### src/rtl/seven_segment_scan_controller.sv
// Time-multiplexed scan controller for common-anode seven-segment digits.
// Holds a frame-buffered (staging -> shadow) copy of the BCD digits and
// decimal points and walks one active-low anode per slot, with a blanking
// guard interval at the start of every slot.
// Optional feature macro: SEVEN_SEG_LEADING_ZERO_BLANK_EN (leading-zero blanking).
module seven_segment_scan_controller #(
    parameter int unsigned N_DIGITS     = 4,
    parameter int unsigned REFRESH_DIV  = 50000,
    parameter int unsigned GUARD_CYCLES = 500
) (
    input  logic                  clk,
    input  logic                  reset,
    input  logic [4*N_DIGITS-1:0] digits,
    input  logic [N_DIGITS-1:0]   dps,
    input  logic                  update,
    output logic                  update_ack,
    output logic [3:0]            digit_to_be_displayed,
    output logic                  dp,
    output logic [N_DIGITS-1:0]   anode
);

    localparam int unsigned TICK_W = (REFRESH_DIV > 1) ? $clog2(REFRESH_DIV) : 1;
    localparam int unsigned IDX_W  = (N_DIGITS > 1) ? $clog2(N_DIGITS) : 1;
    localparam int unsigned DIG_W  = 4 * N_DIGITS;

    localparam logic [TICK_W-1:0] TICK_LAST = TICK_W'(REFRESH_DIV - 1);
    localparam logic [TICK_W-1:0] GUARD_END = TICK_W'(GUARD_CYCLES);
    localparam logic [IDX_W-1:0]  IDX_LAST  = IDX_W'(N_DIGITS - 1);

    logic [TICK_W-1:0]   tick_q, tick_d;
    logic [IDX_W-1:0]    idx_q, idx_d;
    logic [DIG_W-1:0]    stage_dig_q, stage_dig_d;
    logic [N_DIGITS-1:0] stage_dp_q, stage_dp_d;
    logic                pending_q, pending_d;
    logic [DIG_W-1:0]    shadow_dig_q, shadow_dig_d;
    logic [N_DIGITS-1:0] shadow_dp_q, shadow_dp_d;
    logic                ack_q, ack_d;
    logic [3:0]          digit_q, digit_d;
    logic                dp_q, dp_d;
    logic [N_DIGITS-1:0] anode_q, anode_d;

    logic                boundary_c;
    logic [3:0]          disp_c [N_DIGITS];
`ifdef SEVEN_SEG_LEADING_ZERO_BLANK_EN
    logic                higher_blank_c;
`endif

    // Per-slot display codes derived from the shadow copy (optionally leading-zero blanked).
    always_comb begin
`ifdef SEVEN_SEG_LEADING_ZERO_BLANK_EN
        higher_blank_c = 1'b1;
        for (int i = N_DIGITS - 1; i >= 0; i--) begin
            disp_c[i] = shadow_dig_q[4*i +: 4];
            if ((i > 0) && higher_blank_c && (shadow_dig_q[4*i +: 4] == 4'h0)) begin
                disp_c[i] = 4'hF;
            end
            higher_blank_c = higher_blank_c &&
                             ((shadow_dig_q[4*i +: 4] == 4'h0) || (shadow_dig_q[4*i +: 4] == 4'hF));
        end
`else
        for (int i = 0; i < N_DIGITS; i++) begin
            disp_c[i] = shadow_dig_q[4*i +: 4];
        end
`endif
    end

    // Next-state: scan counters, staging/shadow buffering and registered outputs.
    always_comb begin
        tick_d       = tick_q;
        idx_d        = idx_q;
        stage_dig_d  = stage_dig_q;
        stage_dp_d   = stage_dp_q;
        pending_d    = pending_q;
        shadow_dig_d = shadow_dig_q;
        shadow_dp_d  = shadow_dp_q;
        ack_d        = 1'b0;
        digit_d      = digit_q;
        dp_d         = dp_q;
        anode_d      = '1;

        boundary_c = (tick_q == TICK_LAST) && (idx_q == IDX_LAST);

        if (tick_q == TICK_LAST) begin
            tick_d = '0;
            idx_d  = (idx_q == IDX_LAST) ? '0 : idx_q + IDX_W'(1);
        end else begin
            tick_d = tick_q + TICK_W'(1);
        end

        // A request on the boundary edge bypasses staging; otherwise stage it.
        if (boundary_c) begin
            if (update) begin
                shadow_dig_d = digits;
                shadow_dp_d  = dps;
                pending_d    = 1'b0;
                ack_d        = 1'b1;
            end else if (pending_q) begin
                shadow_dig_d = stage_dig_q;
                shadow_dp_d  = stage_dp_q;
                pending_d    = 1'b0;
                ack_d        = 1'b1;
            end
        end else if (update) begin
            stage_dig_d = digits;
            stage_dp_d  = dps;
            pending_d   = 1'b1;
        end

        // Digit and dp latch at slot start and hold for the whole slot.
        if (tick_q == '0) begin
            digit_d = disp_c[idx_q];
            dp_d    = shadow_dp_q[idx_q];
        end

        if (tick_q >= GUARD_END) begin
            anode_d = ~(N_DIGITS'(1) << idx_q);
        end
    end

    // State registers with synchronous active-high reset.
    always_ff @(posedge clk) begin
        if (reset) begin
            tick_q       <= '0;
            idx_q        <= '0;
            stage_dig_q  <= '1;
            stage_dp_q   <= '1;
            pending_q    <= 1'b0;
            shadow_dig_q <= '1;
            shadow_dp_q  <= '1;
            ack_q        <= 1'b0;
            digit_q      <= 4'hF;
            dp_q         <= 1'b1;
            anode_q      <= '1;
        end else begin
            tick_q       <= tick_d;
            idx_q        <= idx_d;
            stage_dig_q  <= stage_dig_d;
            stage_dp_q   <= stage_dp_d;
            pending_q    <= pending_d;
            shadow_dig_q <= shadow_dig_d;
            shadow_dp_q  <= shadow_dp_d;
            ack_q        <= ack_d;
            digit_q      <= digit_d;
            dp_q         <= dp_d;
            anode_q      <= anode_d;
        end
    end

    assign update_ack            = ack_q;
    assign digit_to_be_displayed = digit_q;
    assign dp                    = dp_q;
    assign anode                 = anode_q;

endmodule

### config.mk
export PLATFORM = sky130hd
export DESIGN_NAME = seven_segment_scan_controller
export DESIGN_NICKNAME = d
export VERILOG_FILES = /design/src/rtl/seven_segment_scan_controller.sv
export SDC_FILE = /design/constraint.sdc
export NUM_CORES = 1
export LEC_CHECK = 0
export CAP_MARGIN = 20
export CORE_MARGIN = 2
export CORE_UTILIZATION = 56
export DETAILED_ROUTE_END_ITERATION = 6
export PLACE_DENSITY_LB_ADDON = 0.1
export SLEW_MARGIN = 20
export SYNTH_ARGS = -nofsm -noshare
export SYNTH_HDL_FRONTEND = slang
export SYNTH_SLANG_ARGS = --single-unit
export TNS_END_PERCENT = 50
### constraint.sdc
create_clock -name clk -period 2.8 [get_ports clk]
set_clock_uncertainty 0.15 [all_clocks]
set_input_delay 0.28 -clock clk [delete_from_list [all_inputs] [get_ports clk]]
set_output_delay 0.28 -clock clk [all_outputs]
set_load 0.03 [all_outputs]
==> metrics.txt <==
DRC Markers=0; final count of hold timing violations=0; actual slew at the worst max-slew pin=519 ps; FF+latch area=1380 µm²; core area=5200 µm²; average instance area after synthesis=9.95 µm²; first-pass GRT wire length=11,800 µm; final period utilization=82.3%; outcome=finished clean; endpoints failing setup=0; CTS Buffer Depth=2; routed vias=2,483; via count of the first global-routing pass=2,435; Crit. End Element=register; number of antenna violations at the first check in global routing=0; worst endpoint data arrival time=2370 ps; IO Count=33; post_cts resized=0; class of the tightest hold or removal check=register to register; aggregate negative setup slack=0 ps; nets in the synthesized netlist=337; area of combinational cells with multiple inputs=1520 µm²; end of the critical path=shadow_dig_q[12]; routability cong.=0.773; clock transition at the register clock pins on the worst setup and hold paths after CTS=70 ps; Seq cells post-synth=69; Cell Count, Final, Fillers Out=410; GRT Residual Overflow=0; starting DRC count in detailed routing=240; final count of pins violating max slew=0; power density normalized to cell area=604 nW/µm²; vertical extent of the die=78.0 µm; cells on worst reg2reg path=6; Die X-Extent=78.0 µm; number of H-tree branching levels=3; main flop type after synthesis=dfxtp_1; initial standard-cell utilization of the core=58.9%; clock tree sinks=69; Post-Synthesis Cells=308; Post-synth EDFFs=0; share of synthesized area occupied by flip-flops and latches=45.1%; Cell variety after synth=36; number of diodes=0; clock root buffer master=clkbuf_8; number of warning messages in the yosys log=0; most common library cell in the layout ignoring fill and taps=dfxtp_1; cell row count=26; flop2flop setup slack=500 ps; Total Die Area=6080 µm²; Area Overhead vs Synth=20.2%; RSZ-0062 raised after global routing=no; final critical path time including I/O delays and setup=2300 ps; leakage power total=1.41 nW; fraction of layout instances using a drive strength above 1=10.6%; total standard cell area after synthesis=3070 µm²; Routed WL=7080 µm; CTS buffer count=9; number of buffers inserted by hold repair at cts=0; Pre-antenna DRT Iters=4; GRT Overall Usage=24.7%; TritonCTS clock tree=built; share of the core filled with cells in the final layout=70.8%; launching instance or port of the critical path=tick_q[0]; nature of the critical path startpoint=register; biggest fanout along the worst timing path=16; Buffers on Ports=32; pin count of the biggest net entering global routing=50; Antenna Violating Nets Remaining=0; # Post-CTS Setup Buffers=0; top achievable clock speed=434 MHz; FILL cells=414; origin of the critical flop-to-flop path=tick_q[0]; net count of the finished layout=364; worst endpoint required time=2870 ps; routed wire length per instance=17.3 µm; post-placement cell count=394; most used cells in the layout excluding fill and tap cells=dfxtp_1, clkdlybuf4s50_1, a21oi_1; Detailed Place HPWL=4520 µm; worst slew margin relative to its limit=64.5%; ratio of routed vias to standard cells=6.06; worst vdd rail ir drop=0.354 mV; Worst-Skew Late Latency=340 ps; Crit Path Class=register to register; Reg-to-Reg End=shadow_dig_q[12]; Max Cap Viol=0; Synth async-reset ratio=0%
-- synthesized netlist by cell type, drive strengths merged (7+ instances only) --
library cell,n,share of area (%)
inv,7,0.86
dfxtp,69,45
xnor2,9,2.6
nor2,19,2.3
nor4,7,1.9
buf,10,2.2
a21oi,22,3.6
o21bai,20,4.9
nand2,12,1.6
a221o,20,6.5
and2,20,4.1
clkbuf,18,2.2
a2111oi,20,5.7
-- worst max-delay path: stages, from the launching register on --
cell	delay, ps
dfxtp_1	420
ha_1	240
and4_1	220
nand4_2	240
buf_4	290
a2111oi_0	520
o21bai_1	110
-- final cells by class --
class	count	share of cell area [%]
clock buffer	13	4.58
clock inverter	3	2.44
inverter	7	0.713
multi-input combinational	204	41.3
sequential	69	37.5
tap	70	2.38
timing repair buffer	44	11.1
-- metrics by stage --
| step | setup slack [ps] | area [µm²] | hold slack, ps | power, mW |
|---|---|---|---|---|
| 6_report | 496 | 3690 | 317 | 2.23 |
| 5_1_grt | 318 | 3690 | 341 | 2.29 |
| 4_1_cts | 530 | 3690 | 321 | 2.23 |
| 3_5_place_dp | 552 | 3430 | 303 | 1.21 |
| 3_3_place_gp | 603 | 3430 | 294 | 1.21 |
| 2_1_floorplan | 833 | 3070 | 299 | 1.14 |
-- registers in the layout, indices dropped and copies added, names as in the netlist --
| name | cells |
|---|---|
| anode | 4 |
| shadow_dig_q | 16 |
| pending_q | 1 |
| update_ack | 1 |
| idx_q | 2 |
| dp | 1 |
| stage_dp_q | 4 |
| tick_q | 16 |
| shadow_dp_q | 4 |
| stage_dig_q | 16 |
| digit_to_be_displayed | 4 |
-- worst min-delay path by stage --
stage,start,end,slack (ps),cells after the start
after floorplan,tick_q[0],tick_q[0],300,1
after global placement,digit_to_be_displayed[0],digit_to_be_displayed[0],290,1
after detailed placement,digit_to_be_displayed[2],digit_to_be_displayed[2],300,1
after CTS,digit_to_be_displayed[2],digit_to_be_displayed[2],320,1
after global routing,digit_to_be_displayed[0],digit_to_be_displayed[0],340,1
final,digit_to_be_displayed[2],digit_to_be_displayed[2],320,1
-- power breakdown --
| part | internal (mW) | leakage, nW | total [mW] | switching [mW] |
|---|---|---|---|---|
| registers | 1.01 | 0.564 | 1.03 | 0.0200 |
| logic | 0.0827 | 0.716 | 0.160 | 0.0769 |
| clock network | 0.666 | 0.130 | 1.03 | 0.369 |
-- cells by family after synthesis --
| logic type | share of synthesized area, % |
|---|---|
| XOR/XNOR | 4.00 |
| buffers and inverters | 5.31 |
| flip-flops | 45.1 |
| AO/OA/AOI/OAI | 23.0 |
| adder cells (fa/ha/maj) | 2.45 |
| AND/OR/NAND/NOR | 16.2 |
| multiplexers | 4.00 |
-- routing by layer --
| metal | part of all wire [%] | vias up | GRT usage [%] | routed length (µm) |
|---|---|---|---|---|
| li1 | - | 1204 | - | - |
| met1 | 47 | 1205 | 33.9 | 3300 |
| met2 | 47 | 66 | 38.2 | 3310 |
| met3 | 5.6 | 8 | 4.42 | 395 |
| met4 | 1.1 | 0 | 11.1 | 76 |
| met5 | 0 | - | 0 | 0 |
Power figures use the tool's default switching activity.
